$ cat src/rtl/frm_pkg.sv
// Shared types and widths for the fault recovery manager.
package frm_pkg;

  // FSM state encoding; values are visible on fsm_state.
  typedef enum logic [2:0] {
    ST_IDLE    = 3'd0,
    ST_FREEZE  = 3'd1,
    ST_RECOVER = 3'd2,
    ST_RESUME  = 3'd3,
    ST_HALT    = 3'd4
  } frm_state_e;

  localparam int unsigned STATE_W   = 3;
  localparam int unsigned SRC_IDX_W = 4;
  localparam int unsigned RETRY_W   = 4;

  // Width needed to hold a down-counter load value of max_val.
  function automatic int unsigned cnt_w(input int unsigned max_val);
    return (max_val < 1) ? 1 : $clog2(max_val + 1);
  endfunction

endpackage

$ cat src/rtl/frm_priority_enc.sv
// Lowest-index priority encoder over the fault source lines.
module frm_priority_enc
  import frm_pkg::*;
#(
  parameter int unsigned N     = 4,
  parameter int unsigned IDX_W = SRC_IDX_W
) (
  input  logic [N-1:0]     req,
  output logic [IDX_W-1:0] idx,
  output logic             valid
);

  // Scan from the top so the lowest set index wins.
  always_comb begin
    idx   = '0;
    valid = 1'b0;
    for (int unsigned i = N; i > 0; i--) begin
      if (req[i-1]) begin
        idx   = IDX_W'(i - 1);
        valid = 1'b1;
      end
    end
  end

endmodule

$ cat src/rtl/fault_recovery_manager.sv
// Fault recovery manager: write gating, bounded retry loop, HALT escalation.
// Optional first-fault log built when FRM_FAULT_LOG_EN is defined.
module fault_recovery_manager
  import frm_pkg::*;
#(
  parameter int unsigned          NUM_SRC       = 4,
  parameter logic [NUM_SRC-1:0]   CRIT_MASK     = 4'b1000,
  parameter int unsigned          XLEN          = 32,
  parameter int unsigned          MAX_RETRY     = 3,
  parameter int unsigned          FREEZE_CYCLES = 2,
  parameter int unsigned          CLEAN_WINDOW  = 8,
  parameter int unsigned          COUNT_W       = 8
) (
  input  logic                 clk,
  input  logic                 reset_n,
  input  logic                 fault_en,
  input  logic [NUM_SRC-1:0]   fault_vec,
  input  logic                 clear_halt,
  input  logic                 pc_write_normal,
  input  logic                 reg_write_normal,
  input  logic                 mem_write_normal,
  input  logic [XLEN-1:0]      pc_current,
  input  logic [XLEN-1:0]      pc_saved,
  output logic                 pc_write_out,
  output logic                 reg_write_out,
  output logic                 mem_write_out,
  output logic [XLEN-1:0]      pc_next,
  output logic                 pc_sel,
  output logic                 insert_nop,
  output logic                 retry_en,
  output logic                 halted,
  output logic [RETRY_W-1:0]   retry_cnt,
  output logic [COUNT_W-1:0]   fault_count,
  output logic [STATE_W-1:0]   fsm_state,
  output logic                 log_valid,
  output logic [SRC_IDX_W-1:0] log_src,
  output logic [XLEN-1:0]      log_pc
);

  localparam int unsigned FRZ_W = cnt_w(FREEZE_CYCLES - 1);
  localparam int unsigned WIN_W = cnt_w(CLEAN_WINDOW - 1);
  localparam logic [FRZ_W-1:0]   FRZ_LOAD  = FRZ_W'(FREEZE_CYCLES - 1);
  localparam logic [WIN_W-1:0]   WIN_LOAD  = WIN_W'(CLEAN_WINDOW - 1);
  localparam logic [RETRY_W-1:0] RETRY_MAX = RETRY_W'(MAX_RETRY);

  frm_state_e           state_q, state_d;
  logic [FRZ_W-1:0]     frz_q, frz_d;
  logic [WIN_W-1:0]     win_q, win_d;
  logic [RETRY_W-1:0]   retry_q, retry_d;
  logic [COUNT_W-1:0]   fcount_q;

  logic [NUM_SRC-1:0]   fault_gated;
  logic [SRC_IDX_W-1:0] src_idx;
  logic                 f;
  logic                 crit;
  logic                 safe;
  logic                 accept;
  logic                 log_clear;

  assign fault_gated = fault_vec & {NUM_SRC{fault_en}};
  assign crit        = |(fault_gated & CRIT_MASK);

  frm_priority_enc #(
    .N     (NUM_SRC),
    .IDX_W (SRC_IDX_W)
  ) u_prio (
    .req   (fault_gated),
    .idx   (src_idx),
    .valid (f)
  );

  // State, counters and retry count registers.
  always_ff @(posedge clk or negedge reset_n) begin
    if (!reset_n) begin
      state_q  <= ST_IDLE;
      frz_q    <= '0;
      win_q    <= '0;
      retry_q  <= '0;
      fcount_q <= '0;
    end else begin
      state_q <= state_d;
      frz_q   <= frz_d;
      win_q   <= win_d;
      retry_q <= retry_d;
      if (accept && (fcount_q != '1)) begin
        fcount_q <= fcount_q + 1'b1;
      end
    end
  end

  // Next-state, counter updates and all state-decoded outputs.
  always_comb begin
    state_d       = state_q;
    frz_d         = frz_q;
    win_d         = win_q;
    retry_d       = retry_q;
    accept        = 1'b0;
    log_clear     = 1'b0;
    pc_next       = pc_current;
    pc_sel        = 1'b0;
    insert_nop    = 1'b0;
    retry_en      = 1'b0;
    halted        = 1'b0;
    safe          = 1'b0;

    unique case (state_q)
      ST_IDLE, ST_RESUME: begin
        safe = f;
        if (f) begin
          accept = 1'b1;
          if (crit || (retry_q == RETRY_MAX)) begin
            state_d = ST_HALT;
          end else begin
            state_d = ST_FREEZE;
            frz_d   = FRZ_LOAD;
          end
        end else if (state_q == ST_RESUME) begin
          if (win_q == '0) begin
            state_d = ST_IDLE;
            retry_d = '0;
          end else begin
            win_d = win_q - 1'b1;
          end
        end
      end
      ST_FREEZE: begin
        safe = 1'b1;
        if (crit) begin
          accept  = 1'b1;
          state_d = ST_HALT;
        end else if (frz_q == '0) begin
          state_d = ST_RECOVER;
        end else begin
          frz_d = frz_q - 1'b1;
        end
      end
      ST_RECOVER: begin
        safe       = 1'b1;
        pc_next    = pc_saved;
        pc_sel     = 1'b1;
        insert_nop = 1'b1;
        retry_en   = 1'b1;
        // A critical fault preempts the retry, so the retry is not counted.
        if (crit) begin
          accept  = 1'b1;
          state_d = ST_HALT;
        end else begin
          state_d = ST_RESUME;
          win_d   = WIN_LOAD;
          retry_d = retry_q + 1'b1;
        end
      end
      ST_HALT: begin
        safe   = 1'b1;
        halted = 1'b1;
        if (clear_halt) begin
          state_d   = ST_IDLE;
          retry_d   = '0;
          log_clear = 1'b1;
        end
      end
      default: begin
        safe    = 1'b1;
        state_d = ST_IDLE;
      end
    endcase
  end

  assign pc_write_out  = pc_write_normal  & ~safe;
  assign reg_write_out = reg_write_normal & ~safe;
  assign mem_write_out = mem_write_normal & ~safe;
  assign retry_cnt     = retry_q;
  assign fault_count   = fcount_q;
  assign fsm_state     = state_q;

`ifdef FRM_FAULT_LOG_EN
  logic                 log_valid_q;
  logic [SRC_IDX_W-1:0] log_src_q;
  logic [XLEN-1:0]      log_pc_q;

  // Sticky first-fault capture, released by clear_halt.
  always_ff @(posedge clk or negedge reset_n) begin
    if (!reset_n) begin
      log_valid_q <= 1'b0;
      log_src_q   <= '0;
      log_pc_q    <= '0;
    end else if (log_clear) begin
      log_valid_q <= 1'b0;
      log_src_q   <= '0;
      log_pc_q    <= '0;
    end else if (accept && !log_valid_q) begin
      log_valid_q <= 1'b1;
      log_src_q   <= src_idx;
      log_pc_q    <= pc_current;
    end
  end

  assign log_valid = log_valid_q;
  assign log_src   = log_src_q;
  assign log_pc    = log_pc_q;
`else
  logic unused_log;
  assign unused_log = ^{src_idx, log_clear};
  assign log_valid  = 1'b0;
  assign log_src    = '0;
  assign log_pc     = '0;
`endif

endmodule

$ cat config.mk
export PLATFORM = sky130hd
export DESIGN_NAME = fault_recovery_manager
export DESIGN_NICKNAME = d
export VERILOG_FILES = /design/src/rtl/frm_pkg.sv /design/src/rtl/frm_priority_enc.sv /design/src/rtl/fault_recovery_manager.sv
export SDC_FILE = /design/constraint.sdc
export NUM_CORES = 1
export LEC_CHECK = 0
export ABC_AREA = 1
export CAP_MARGIN = 20
export CORE_ASPECT_RATIO = 0.75
export CORE_MARGIN = 2
export CORE_UTILIZATION = 30
export DETAILED_ROUTE_END_ITERATION = 10
export GPL_ROUTABILITY_DRIVEN = 0
export PLACE_DENSITY = 0.74
export SLEW_MARGIN = 10
export SYNTH_ARGS = -nofsm -noshare
export SYNTH_HDL_FRONTEND = slang
export SYNTH_HIERARCHICAL = 1
export SYNTH_SLANG_ARGS = --single-unit
$ cat constraint.sdc
create_clock -name clk -period 3.1 [get_ports clk]
set_input_delay 0.62 -clock clk [delete_from_list [all_inputs] [get_ports clk]]
set_output_delay 0.62 -clock clk [all_outputs]
set_load 0.02 [all_outputs]
==> results.txt, run 1 <==
status: finished clean
crit path cell chain: inv_1 > nand3_1 > inv_1 > buf_6 > nand2_1 > nand2_1 > clkdlybuf4s50_1
FF-to-FF path depth: 9
First-pass DRT Iterations: 4
Worst Hold End: win_q[1]
overall routing resource usage: 0.161
layout cells sized above 1: 0.0373
Root Driver: clkbuf_8
FMAX: 0.346 GHz
Fin Clk Skew: 0.00373 ns
Via Count: 2,244
first-pass GRT wire length: 9.44 mm
leak pwr: 1.72 nW
Starting Density: 0.309
Final #Nets: 536
Via density: 4.18
CTS H-Tree Depth: 1
unrepaired setup endpoints after global routing: no
endpoint class of the critical path: output port
commonest non-fill, non-tap cell in the layout: nand2_1
FF-to-FF Start: fsm_state[0]
Syn. warnings: 6
Overflow after GRT: 0
crit path DAT: 2.27 ns
Post-DP Area: 0.00316 mm²
Fin. Hold Viols: 0
Worst Hold Class: flip-flop to flip-flop
hold_buf cts: 0
Die X: 96.9 µm
vias in the first global route: 1,875
CTS Buf Count: 3
reg-to-reg slack, setup: 1.16 ns
Hold Crit Depth: 2
Cell Pwr Density: 710 mW/mm²
worst-skew pair later-pin latency: 0.25 ns
DRC viols: 0
Tmin final: 2.89 ns
worst path bufs/invs: 4
IO Pins: 166
Routed Antenna Nets: 0
Initial DRC Count: 157
# port buffers: 128
hold_sp: win_q[1]
Critical Path Source Type: flip-flop
CP top delay family: buffers and inverters
initial antenna violation count: 0
Die Y: 73.7 µm
final instance area: 0.00322 mm²
final setup fails: 0
commonest cells after routing, fill and taps aside: nand2_1, clkdlybuf4s50_1, conb_1
CTS Sinks: 19
clock-pin slew on the worst setup and hold paths: 0.08 ns
Placement Rows: 25
Slew HR: 0.449
setup tns final: 0 ns
DP HPWL: 5.23 mm
die area: 0.00714 mm²
Final Cycle Share: 0.933
MaxCap Viol Count: 0
CP peak stage delay: 0.61 ns
Worst VDD drop: 0.000260 V
Layout area overhead: 65.7%
CP Max Fanout: 35
crit path kind: flip-flop to output port
FF/Latch Area: 475 µm²
WL/cell: 11.8 µm
fillcell total: 602
Avg Cell Area, Syn: 5.88 µm²
largest net degree at the start of global routing: 36
Worst Max-Slew Pin Slew: 0.824 ns
CTS tree: built
Bufs on Longest Clock Path: 2
Worst EP required: 2.48 ns
area of the multi-input gates: 0.00116 mm²
Cell Area, Synth: 0.00194 mm²
Slew Viols, Final: 0
core area: 0.00629 mm²
Synth Instances: 330
CP max stage cell: clkdlybuf4s50_1
Antenna Diode Count: 0
Routed WL: 6.34 mm
reg2reg end: fault_count[4]
[metal layers]
metal | vias up | track usage | share of wire | wire [µm]
li1 | 1181 | - | - | -
met1 | 993 | 0.229 | 0.47 | 2960
met2 | 68 | 0.263 | 0.48 | 3070
met3 | 2 | 0.0257 | 0.046 | 292
met4 | 0 | 0.0297 | 0.0043 | 27
met5 | - | 0 | 0 | 0
[state kept, by name, summed over array words and instances, names as in the netlist]
signal,count
fault_count,8
retry_cnt,4
fsm_state,3
win_q,3
frz_q,1
[worst min-delay path, stage by stage, from the launching register on]
cell,delay [ns]
dfrtp_1,0.36
nand2_1,0.06
nand2_1,0.05
[report_power, final]
group | switching (mW) | total, mW | internal (mW) | leakage [nW]
logic | 0.968 | 1.67 | 0.699 | 1.46
registers | 0.105 | 0.440 | 0.335 | 0.247
clock network | 0.0871 | 0.178 | 0.0905 | 0.0217
[what timing repair did]
item	CTS	global route
gates resized for setup	0	4
buffers inserted	0	0
setup endpoints to repair	0	4
[stage by stage]
stage                     instances  setup slack [ns]   util  hold WS [ns]  total power [mW]
after floorplan                 366              1.02      -         0.324              1.48
after global placement          533             0.191  0.502         0.463              2.09
after detailed placement        533            0.0447  0.502         0.468              2.10
after CTS                       537            0.0410  0.510         0.485              2.29
after global routing            537            0.0202  0.512         0.519              2.47
final                           537             0.208  0.512         0.494              2.28
[layout make-up]
class                   instances  share of cell area
flip-flops and latches         19               0.148
inverters                      25              0.0292
repair buffers                134               0.416
well taps                      81              0.0315
clock inverters                 1             0.00233
clock buffers                   3              0.0128
multi-input cells             274               0.361
[worst max-delay path by stage]
stage / from / end / slack, ns / depth (start not counted)
after floorplan: fault_en / mem_write_out / 1.02 / 7
after global placement: fault_en / mem_write_out / 0.19 / 9
after detailed placement: fault_en / pc_write_out / 0.04 / 9
after CTS: fault_en / pc_write_out / 0.04 / 9
after global routing: fsm_state[2] / pc_next[12] / 0.02 / 7
final: fsm_state[0] / pc_next[10] / 0.21 / 7
No activity file was read; power rests on OpenSTA's default activity.
==> run 2: changes to the inputs <==
- CAP_MARGIN: 20 -> 10
- SLEW_MARGIN: 10 -> not set
==> results of run 2 <==
Same layout as run 1: the final DEF is identical, and so are final timing and power.
==> run 3: changes to the inputs <==
- CORE_UTILIZATION: 30 -> 35
- PLACE_DENSITY: 0.74 -> 0.85
==> run 3 against run 2 <==
  * Clock skew is 0.0020 ns lower
  * Utilization is 8.5 points higher
  * Largest cell class unchanged
  * Global-route usage up 0.57 points
==> results.txt, run 3 (same netlist as run 1, synthesis figures left out) <==
CTS Sinks: 19
hold_sp: win_q[1]
Antenna Diode Count: 0
final setup fails: 0
first-pass GRT wire length: 8.61 mm
Routed WL: 5.76 mm
Initial DRC Count: 91
Worst Max-Slew Pin Slew: 0.879 ns
status: finished clean
endpoint class of the critical path: output port
MaxCap Viol Count: 0
crit path DAT: 2.15 ns
WHS: 0.485 ns
layout cells sized above 1: 0.0330
Cell Count, Final, Fillers Out: 530
worst path bufs/invs: 4
Via Count: 2,230
Worst Hold Class: flip-flop to flip-flop
Worst Hold End: win_q[1]
Fin. Hold Viols: 0
Fin Clk Skew: 0.00171 ns
die area: 0.00617 mm²
Hold Crit Depth: 2
initial antenna violation count: 0
FF-to-FF path depth: 9
unrepaired setup endpoints after global routing: no
Worst EP required: 2.48 ns
WL/cell: 10.9 µm
CP Max Fanout: 35
post-CTS sizing: 0
Bufs on Longest Clock Path: 2
DP HPWL: 4.74 mm
FF-to-FF Start: fsm_state[2]
crit path cell chain: inv_2 > nand3_1 > inv_1 > buf_4 > nand2_1 > nand2_1 > clkdlybuf4s50_1
First-pass DRT Iterations: 4
CTS H-Tree Depth: 1
cell mode on critical path: nand2_1
CP max stage cell: clkdlybuf4s50_1
CP peak stage delay: 0.61 ns
Total Power: 2.25 mW
overall routing resource usage: 0.167
Cell Pwr Density: 706 mW/mm²
CTS tree: built
fillcell total: 501
post-CTS setup buffers: 0
Routed Antenna Nets: 0
Slew HR: 0.412
vias in the first global route: 1,840
CP top delay family: buffers and inverters
Largest register FFs: 8
Root Driver: clkbuf_8
core area: 0.00535 mm²
Critical Path Source Type: flip-flop
Starting Density: 0.363
Overflow after GRT: 0
CTS Buf Count: 3
setup tns final: 0 ns
hold_buf cts: 0
leak pwr: 1.72 nW
Slew Viols, Final: 0
# port buffers: 128
Final #Nets: 535
commonest non-fill, non-tap cell in the layout: nand2_1
worst-skew pair later-pin latency: 0.26 ns
Tmin final: 2.77 ns
Layout area overhead: 64.6%
reg2reg end: fault_count[0]
DRC viols: 0
Placement Rows: 23
Die X: 90.0 µm
Die Y: 68.5 µm
commonest cells after routing, fill and taps aside: nand2_1, clkdlybuf4s50_1, conb_1
Placed Cells: 526
Final Cycle Share: 0.892
Via density: 4.21
clock-pin slew on the worst setup and hold paths: 0.07 ns
Worst VDD drop: 0.000372 V
crit path kind: flip-flop to output port
IO Pins: 166
reg-to-reg slack, setup: 1.45 ns
largest net degree at the start of global routing: 36
FMAX: 0.362 GHz
-- run 3: per-stage QoR --
stage	util	setup slack (ns)	instance area [µm²]
finish	0.597	0.334	3200
global route	0.597	0.158	3200
CTS	0.596	0.0736	3190
detailed placement	0.587	0.0737	3140
global placement	0.587	0.178	3140
floorplan	-	1.02	2080
-- run 3: cell type report --
| class | instances | area, µm² | share of cell area |
|---|---|---|---|
| timing repair buffer | 133 | 1330 | 0.415 |
| multi-input combinational | 274 | 1160 | 0.363 |
| sequential | 19 | 475 | 0.149 |
| inverter | 25 | 93.8 | 0.0294 |
| tap | 75 | 93.8 | 0.0294 |
| clock buffer | 4 | 45.0 | 0.0141 |
-- run 3: routing by layer --
| metal | part of all wire | GRT usage | wire length, µm | up-vias |
|---|---|---|---|---|
| met5 | 0 | 0 | 0 | - |
| met4 | 0.0050 | 0.0365 | 29 | 0 |
| met3 | 0.050 | 0.0315 | 289 | 4 |
| met2 | 0.54 | 0.301 | 3120 | 67 |
| met1 | 0.40 | 0.214 | 2330 | 981 |
| li1 | - | - | - | 1178 |
-- run 3: worst max-delay path by stage --
stage,startpoint,cells past startpoint,endpoint
final,fsm_state[2],7,pc_next[25]
after global routing,fsm_state[0],7,pc_next[9]
after CTS,fault_en,9,reg_write_out
after detailed placement,fault_en,9,reg_write_out
after global placement,fault_en,9,pc_write_out
after floorplan,fault_en,7,mem_write_out
-- run 3: power breakdown --
group          switching, mW  internal [mW]
combinational          0.945          0.697
clock                 0.0811         0.0914
sequential             0.104          0.336
-- run 3: worst register-to-register path, delay by kind of cell (launching register included) --
family / cells / cell delay [ns]
buf+inv: 2 / 0.34
simple gates: 7 / 0.78
flops: 1 / 0.42
